## src/rtl/rv_pkg.sv

```systemverilog
// RV32I decode definitions shared by the instruction decoder and the decode stage.
package rv_pkg;

  localparam logic [6:0] OPC_LOAD   = 7'b0000011;
  localparam logic [6:0] OPC_OP_IMM = 7'b0010011;
  localparam logic [6:0] OPC_AUIPC  = 7'b0010111;
  localparam logic [6:0] OPC_STORE  = 7'b0100011;
  localparam logic [6:0] OPC_OP     = 7'b0110011;
  localparam logic [6:0] OPC_LUI    = 7'b0110111;
  localparam logic [6:0] OPC_BRANCH = 7'b1100011;
  localparam logic [6:0] OPC_JALR   = 7'b1100111;
  localparam logic [6:0] OPC_JAL    = 7'b1101111;

  typedef enum logic [2:0] {IMM_I, IMM_S, IMM_B, IMM_U, IMM_J} imm_type_e;

  typedef enum logic [3:0] {
    ALU_ADD   = 4'd0,
    ALU_SUB   = 4'd1,
    ALU_AND   = 4'd2,
    ALU_OR    = 4'd3,
    ALU_XOR   = 4'd4,
    ALU_SLT   = 4'd5,
    ALU_SLTU  = 4'd6,
    ALU_SLL   = 4'd7,
    ALU_SRL   = 4'd8,
    ALU_SRA   = 4'd9,
    ALU_PASSB = 4'd10
  } alu_op_e;

  typedef enum logic [1:0] {RES_ALU = 2'd0, RES_MEM = 2'd1, RES_PC4 = 2'd2} result_src_e;

  typedef struct packed {
    logic [4:0]  rs1;
    logic [4:0]  rs2;
    logic [4:0]  rd;
    alu_op_e     alu_ctrl;
    logic        alu_src;
    logic        reg_write;
    logic        mem_write;
    result_src_e result_src;
    logic        branch;
    logic        jump;
    logic [2:0]  br_funct3;
    logic        illegal;
  } dec_ctrl_t;

  // instr[30] only means SUB for register-register ops; immediate adds have no SUB form.
  function automatic alu_op_e alu_from_funct3(input logic [2:0] funct3, input logic bit30,
                                              input logic is_op);
    case (funct3)
      3'b000:  return (is_op && bit30) ? ALU_SUB : ALU_ADD;
      3'b001:  return ALU_SLL;
      3'b010:  return ALU_SLT;
      3'b011:  return ALU_SLTU;
      3'b100:  return ALU_XOR;
      3'b101:  return bit30 ? ALU_SRA : ALU_SRL;
      3'b110:  return ALU_OR;
      default: return ALU_AND;
    endcase
  endfunction

endpackage

```

## src/rtl/instr_decoder.sv

```systemverilog
// Purely combinational RV32I decoder: control fields plus a sign-extended immediate.
module instr_decoder
  import rv_pkg::*;
#(
  parameter int unsigned XLEN = 32
) (
  input  logic [31:0]     instr_i,
  output dec_ctrl_t       ctrl_o,
  output logic [XLEN-1:0] imm_o
);

  logic [6:0]  opcode;
  imm_type_e   imm_type;
  logic        imm_en;
  logic [31:0] imm32;

  assign opcode = instr_i[6:0];

  always_comb begin
    ctrl_o           = '0;
    ctrl_o.rs1       = instr_i[19:15];
    ctrl_o.rs2       = instr_i[24:20];
    ctrl_o.rd        = instr_i[11:7];
    ctrl_o.br_funct3 = instr_i[14:12];
    ctrl_o.alu_ctrl  = ALU_ADD;
    ctrl_o.result_src = RES_ALU;
    imm_type         = IMM_I;
    imm_en           = 1'b0;
    case (opcode)
      OPC_LOAD: begin
        imm_en = 1'b1;
        ctrl_o.alu_src    = 1'b1;
        ctrl_o.reg_write  = 1'b1;
        ctrl_o.result_src = RES_MEM;
      end
      OPC_OP_IMM: begin
        imm_en = 1'b1;
        ctrl_o.alu_src   = 1'b1;
        ctrl_o.reg_write = 1'b1;
        ctrl_o.alu_ctrl  = alu_from_funct3(instr_i[14:12], instr_i[30], 1'b0);
      end
      OPC_AUIPC: begin
        imm_en = 1'b1;
        imm_type = IMM_U;
        ctrl_o.alu_src   = 1'b1;
        ctrl_o.reg_write = 1'b1;
      end
      OPC_STORE: begin
        imm_en = 1'b1;
        imm_type = IMM_S;
        ctrl_o.alu_src   = 1'b1;
        ctrl_o.mem_write = 1'b1;
      end
      OPC_OP: begin
        ctrl_o.reg_write = 1'b1;
        ctrl_o.alu_ctrl  = alu_from_funct3(instr_i[14:12], instr_i[30], 1'b1);
      end
      OPC_LUI: begin
        imm_en = 1'b1;
        imm_type = IMM_U;
        ctrl_o.alu_src   = 1'b1;
        ctrl_o.reg_write = 1'b1;
        ctrl_o.alu_ctrl  = ALU_PASSB;
      end
      OPC_BRANCH: begin
        imm_en = 1'b1;
        imm_type = IMM_B;
        ctrl_o.branch   = 1'b1;
        ctrl_o.alu_ctrl = ALU_SUB;
      end
      OPC_JALR, OPC_JAL: begin
        imm_en = 1'b1;
        imm_type = (opcode == OPC_JAL) ? IMM_J : IMM_I;
        ctrl_o.alu_src    = 1'b1;
        ctrl_o.reg_write  = 1'b1;
        ctrl_o.jump       = 1'b1;
        ctrl_o.result_src = RES_PC4;
      end
      // Unknown opcodes leave every side-effect enable at zero.
      default: ctrl_o.illegal = 1'b1;
    endcase
  end

  always_comb begin
    imm32 = '0;
    if (imm_en) begin
      case (imm_type)
        IMM_I:   imm32 = {{20{instr_i[31]}}, instr_i[31:20]};
        IMM_S:   imm32 = {{20{instr_i[31]}}, instr_i[31:25], instr_i[11:7]};
        IMM_B:   imm32 = {{19{instr_i[31]}}, instr_i[31], instr_i[7], instr_i[30:25],
                          instr_i[11:8], 1'b0};
        IMM_U:   imm32 = {instr_i[31:12], 12'b0};
        IMM_J:   imm32 = {{11{instr_i[31]}}, instr_i[31], instr_i[19:12], instr_i[20],
                          instr_i[30:21], 1'b0};
        default: imm32 = '0;
      endcase
    end
  end

  assign imm_o = XLEN'(signed'(imm32));

endmodule

```

## src/rtl/decode_stage.sv

```systemverilog
// Decode pipeline stage: decodes on the input side and holds results in a 2-entry skid buffer.
module decode_stage
  import rv_pkg::*;
#(
  parameter int unsigned ADDR_W = 32,
  parameter int unsigned XLEN   = 32
) (
  input  logic              clk,
  input  logic              rst_n,
  input  logic              in_valid,
  output logic              in_ready,
  input  logic [ADDR_W-1:0] in_pc,
  input  logic [31:0]       in_instr,
  input  logic              flush,
  output logic              out_valid,
  input  logic              out_ready,
  output logic [ADDR_W-1:0] out_pc,
  output logic [4:0]        out_rs1,
  output logic [4:0]        out_rs2,
  output logic [4:0]        out_rd,
  output logic [XLEN-1:0]   out_imm,
  output logic [3:0]        out_alu_ctrl,
  output logic              out_alu_src,
  output logic              out_reg_write,
  output logic              out_mem_write,
  output logic [1:0]        out_result_src,
  output logic              out_branch,
  output logic              out_jump,
  output logic [2:0]        out_br_funct3,
  output logic              out_illegal
);

  typedef enum logic [1:0] {EMPTY, ONE, TWO} state_e;

  typedef struct packed {
    logic [ADDR_W-1:0] pc;
    logic [XLEN-1:0]   imm;
    dec_ctrl_t         ctrl;
  } entry_t;

  state_e          state_q, state_d;
  entry_t          out_q, out_d, skid_q, skid_d, in_entry;
  dec_ctrl_t       dec_ctrl;
  logic [XLEN-1:0] dec_imm;
  logic            in_ready_q;
  logic            accept, retire;

  instr_decoder #(.XLEN(XLEN)) u_dec (
    .instr_i (in_instr),
    .ctrl_o  (dec_ctrl),
    .imm_o   (dec_imm)
  );

  assign in_entry = {in_pc, dec_imm, dec_ctrl};
  assign accept   = in_valid && in_ready_q;
  assign retire   = (state_q != EMPTY) && out_ready;

  always_comb begin
    state_d = state_q;
    out_d   = out_q;
    skid_d  = skid_q;
    if (flush) begin
      state_d = EMPTY;
    end else begin
      case (state_q)
        EMPTY: if (accept) begin
          state_d = ONE;
          out_d   = in_entry;
        end
        ONE: begin
          if (accept && retire) begin
            out_d = in_entry;
          end else if (accept) begin
            state_d = TWO;
            skid_d  = in_entry;
          end else if (retire) begin
            state_d = EMPTY;
          end
        end
        TWO: if (retire) begin
          state_d = ONE;
          out_d   = skid_q;
        end
        default: state_d = EMPTY;
      endcase
    end
  end

  // in_ready comes from the next state so it never depends combinationally on out_ready.
  always_ff @(posedge clk or negedge rst_n) begin
    if (!rst_n) begin
      state_q    <= EMPTY;
      out_q      <= '0;
      skid_q     <= '0;
      in_ready_q <= 1'b1;
    end else begin
      state_q    <= state_d;
      out_q      <= out_d;
      skid_q     <= skid_d;
      in_ready_q <= (state_d != TWO);
    end
  end

  assign in_ready       = in_ready_q;
  assign out_valid      = (state_q != EMPTY);
  assign out_pc         = out_q.pc;
  assign out_imm        = out_q.imm;
  assign out_rs1        = out_q.ctrl.rs1;
  assign out_rs2        = out_q.ctrl.rs2;
  assign out_rd         = out_q.ctrl.rd;
  assign out_alu_ctrl   = out_q.ctrl.alu_ctrl;
  assign out_alu_src    = out_q.ctrl.alu_src;
  assign out_reg_write  = out_q.ctrl.reg_write;
  assign out_mem_write  = out_q.ctrl.mem_write;
  assign out_result_src = out_q.ctrl.result_src;
  assign out_branch     = out_q.ctrl.branch;
  assign out_jump       = out_q.ctrl.jump;
  assign out_br_funct3  = out_q.ctrl.br_funct3;
  assign out_illegal    = out_q.ctrl.illegal;

endmodule

```

## config.mk

```make
export PLATFORM = sky130hd
export DESIGN_NAME = decode_stage
export DESIGN_NICKNAME = d
export VERILOG_FILES = /design/src/rtl/rv_pkg.sv /design/src/rtl/instr_decoder.sv /design/src/rtl/decode_stage.sv
export SDC_FILE = /design/constraint.sdc
export NUM_CORES = 1
export LEC_CHECK = 0
export CORE_MARGIN = 2
export CORE_UTILIZATION = 40
export CTS_CLUSTER_SIZE = 8
export DETAILED_ROUTE_END_ITERATION = 10
export PLACE_DENSITY = 0.71
export SETUP_SLACK_MARGIN = 0.2
export SLEW_MARGIN = 40
export SYNTH_ARGS = -nofsm -noshare
export SYNTH_HDL_FRONTEND = slang
export SYNTH_SLANG_ARGS = --single-unit
```

## constraint.sdc

```tcl
create_clock -name clk -period 5.65 [get_ports clk]
set_input_delay 1.695 -clock clk [delete_from_list [all_inputs] [get_ports clk]]
set_output_delay 1.695 -clock clk [all_outputs]
set_load 0.02 [all_outputs]
```

==> results.toml <==
[pwr]
power_mw = 3.65
sequentialPowerShare = 0.465
p_per_area_nw_per_um2 = 340
vdd_drop_max_v = 0.000216
p_leak_nw = 4.68
combPwrFrac = 0.218
power.net_switching_mw = 1.06
swShare = 0.289
clkPwrFrac = 0.317
p_int_mw = 2.60

[timing]
setup_tns_ps = 0
drv_slew = 0
fin_worst_skew_ps = 13.6
rsz0062_at_grt = "no"
period_needed_ps = 3830
slew_headroom = 0.484
setup_violations = 0
max_freq_mhz = 261
final-hold-violation-count = 0
tightest_slew_ps = 773
fin_crit_sh = 0.678
fin_ws_ps = 1820

[global_routing]
grt_pass1_vias = 6198
grt_usage = 0.197
antenna_found_initial = 0
grtUsageMet3 = 0.0411
use_met1 = 0.284
grt_max_degree = 115
use_met2 = 0.300
grt-busiest-layer = "met2"
gr-total-overflow = 0
grt_pass1_wl_mm = 34.2

[detailed_routing]
wl_per_cell_um = 17.5
vias_per_cell = 5.40
ant_nets = 0
vias = 6578
drt_iter0_drc = 512
drt_wl_total_mm = 21.3
dr.pass1.iters = 5
drc = 0

[setup_path]
path_max_fanout = 18
crit_family = "simple AND/OR/NAND/NOR gates"
slowest_stage = "clkdlybuf4s50_1"
worstSetupPathType = "in -> reg"
max_stage_delay_ps = 740
endpoint_kind = "register"
path_cells = "clkdlybuf4s50_1 > and2_1 > and3_1 > a31o_1 > o2bb2ai_1 > a221o_1"
arrival_ps = 4140
required_ps = 5960
crit_buf_inv = 1
crit_path_start_kind = "input pin"

[logic_synthesis]
ys.flop_type = "dfrtp_1"
netlist_area_um2 = 8340
syn_avg_cell_area_um2 = 10.3
yosysUniqueCellTypes = 49
yosysTopAreaCell = "dfrtp_1"
yosysWarnings = 0
async_reset_ff_frac = 1.00
synth_nets = 879
syn-instance-count = 810
synthTopCellsByArea = "dfrtp_1 (56%), mux2_2 (7.4%), nand2_1 (6.4%)"
yosysSeqAreaShare = 0.567
ys_ff_latch = 189
synth_top_area_frac = 0.564
synth_edf_count = 0

[placed_design]
dp_hpwl_mm = 13.9
place_ws_ps = 1400
routabilityCongestion = 0.805
io_buffers = 164

[die]
die_h_um = 148
ios = 165
fp.dieW_um = 148
core-area_um2 = 20400
start_util = 0.410
rows = 52
die_area_um2 = 22000

[clocking]
cts_max_level = 4
clkLatencyLatePin_ps = 430
cts_tree = "yes"
cts_buffers = 17
cts_resized = 0
cts-root-buf = "clkbuf_16"
cts_setup_buffers = 0
cts_buffer_depth = 2
clock-sinks = 189
cts.clk_slew.worst_paths_ps = 70
cts_hold_buffers = 0

[min_path]
hold_path_class = "reg -> reg"

[cells_and_area]
area.growth.synth_to_final_pct = 28.7
diodes = 0
drive_gt1_frac = 0.119
nNetsFinal = 1005

[status]
status = "finished, final reports clean"

[run]
cap_violations = 0
## area by class of cell
type                       count  area, µm²
clock buffer                  18        429
multi-input combinational    552       3320
inverter                       2       7.51
fill                        1846       9630
timing repair buffer         174       1780
sequential                   189       4730
clock inverter                14        133
tap                          270        338
## flip-flops by register name, indices dropped and copies added, names as in the netlist, 2 cells and up
| register | cells |
|---|---|
| out_alu_ctrl | 4 |
| out_br_funct3 | 3 |
| out_imm | 32 |
| out_pc | 32 |
| out_rd | 5 |
| out_result_src | 2 |
| out_rs1 | 5 |
| out_rs2 | 5 |
| skid_q | 93 |
| state_q | 2 |
## worst min-delay path: stages (launching register included)
cell and delay, ps:
dfrtp_1 340, nand2_1 40, o21ai_0 60
## per-layer routing
layer | part of all wire | wire (µm)
met1 | 0.46 | 9820
met2 | 0.46 | 9790
met3 | 0.060 | 1270
met4 | 0.020 | 420
met5 | 0 | 0
## kinds of logic (layout without fill, tap and decap cells)
| group | Yosys count | after routing | share of synthesized area |
|---|---|---|---|
| buffers and inverters | 69 | 208 | 0.0392 |
| AO/OA/AOI/OAI | 204 | 204 | 0.167 |
| flip-flops | 189 | 189 | 0.567 |
| multiplexers | 56 | 56 | 0.0755 |
| XOR/XNOR | 1 | 1 | 0.00105 |
| AND/OR/NAND/NOR | 291 | 291 | 0.150 |
## worst paths after layout
check	from	endpoint	slack (ps)	depth (start not counted)
max	in_instr[2]	out_imm[0]$_DFFE_PN0P_	1820	6
min	out_result_src[0]$_DFFE_PN0P_	out_result_src[0]$_DFFE_PN0P_	480	2
max reg2reg	state_q[1]$_DFF_PN0_	out_imm[4]$_DFFE_PN0P_	3170	5
min reg2reg	out_result_src[0]$_DFFE_PN0P_	out_result_src[0]$_DFFE_PN0P_	480	2
max in group asynchronous	rst_n	skid_q[61]$_DFFE_PN0P_	3350	2
min in group asynchronous	rst_n	skid_q[83]$_DFFE_PN0P_	1270	1
## placed cells by master, fill, tap and decap left out, types with 3 or more instances in the layout
cell	instances
clkbuf_16	17
buf_12	3
nor2_1	90
clkdlybuf4s50_1	163
a22o_1	26
a21o_1	9
clkinv_2	3
clkinvlp_4	4
and2_1	3
and3_1	15
o21ai_0	20
mux2_2	55
o31ai_1	12
nor2b_1	3
a21oi_1	47
nand3_1	3
dfrtp_1	188
nor3_1	5
or3_1	12
nand2b_1	4
inv_6	4
buf_4	6
nand2_1	141
a221oi_1	6
a221o_1	14
a31oi_1	52
## synthesized netlist by cell type (all sizes together) (2+ instances only)
master and instances:
and2 4, nand2b 5, o21ai 21, inv 2, a221oi 6, mux2 55
nor3 7, nand3 3, a21o 9, a21oi 48, a31oi 53, a22oi 2
nand2 142, nor2b 4, buf 36, o31ai 12, or2 3, a211oi 2
clkbuf 31, a221o 14, a2111oi 2, o21a 2, or3 12, and3b 2
nor2 92, dfrtp 188, a22o 26, and3 15
## power by group through the flow
stage | combinational [mW] | clock (mW) | sequential (mW)
2_1_floorplan | 0.294 | 0 | 1.84
3_3_place_gp | 0.789 | 0 | 1.71
3_5_place_dp | 0.802 | 0 | 1.72
4_1_cts | 0.805 | 1.19 | 1.70
5_1_grt | 0.859 | 1.25 | 1.73
6_report | 0.796 | 1.16 | 1.70
## per-stage QoR
| step | utilization | cell area [µm²] | hold WS, ps | instances |
|---|---|---|---|---|
| 2_1_floorplan | - | 8340 | 445 | 810 |
| 3_3_place_gp | 0.498 | 10100 | 458 | 1186 |
| 4_1_cts | 0.527 | 10700 | 484 | 1219 |
| 6_report | 0.527 | 10700 | 479 | 1219 |
| 3_5_place_dp | 0.500 | 10200 | 466 | 1187 |
| 5_1_grt | 0.527 | 10700 | 501 | 1219 |
(Power assumes the default switching activity.)
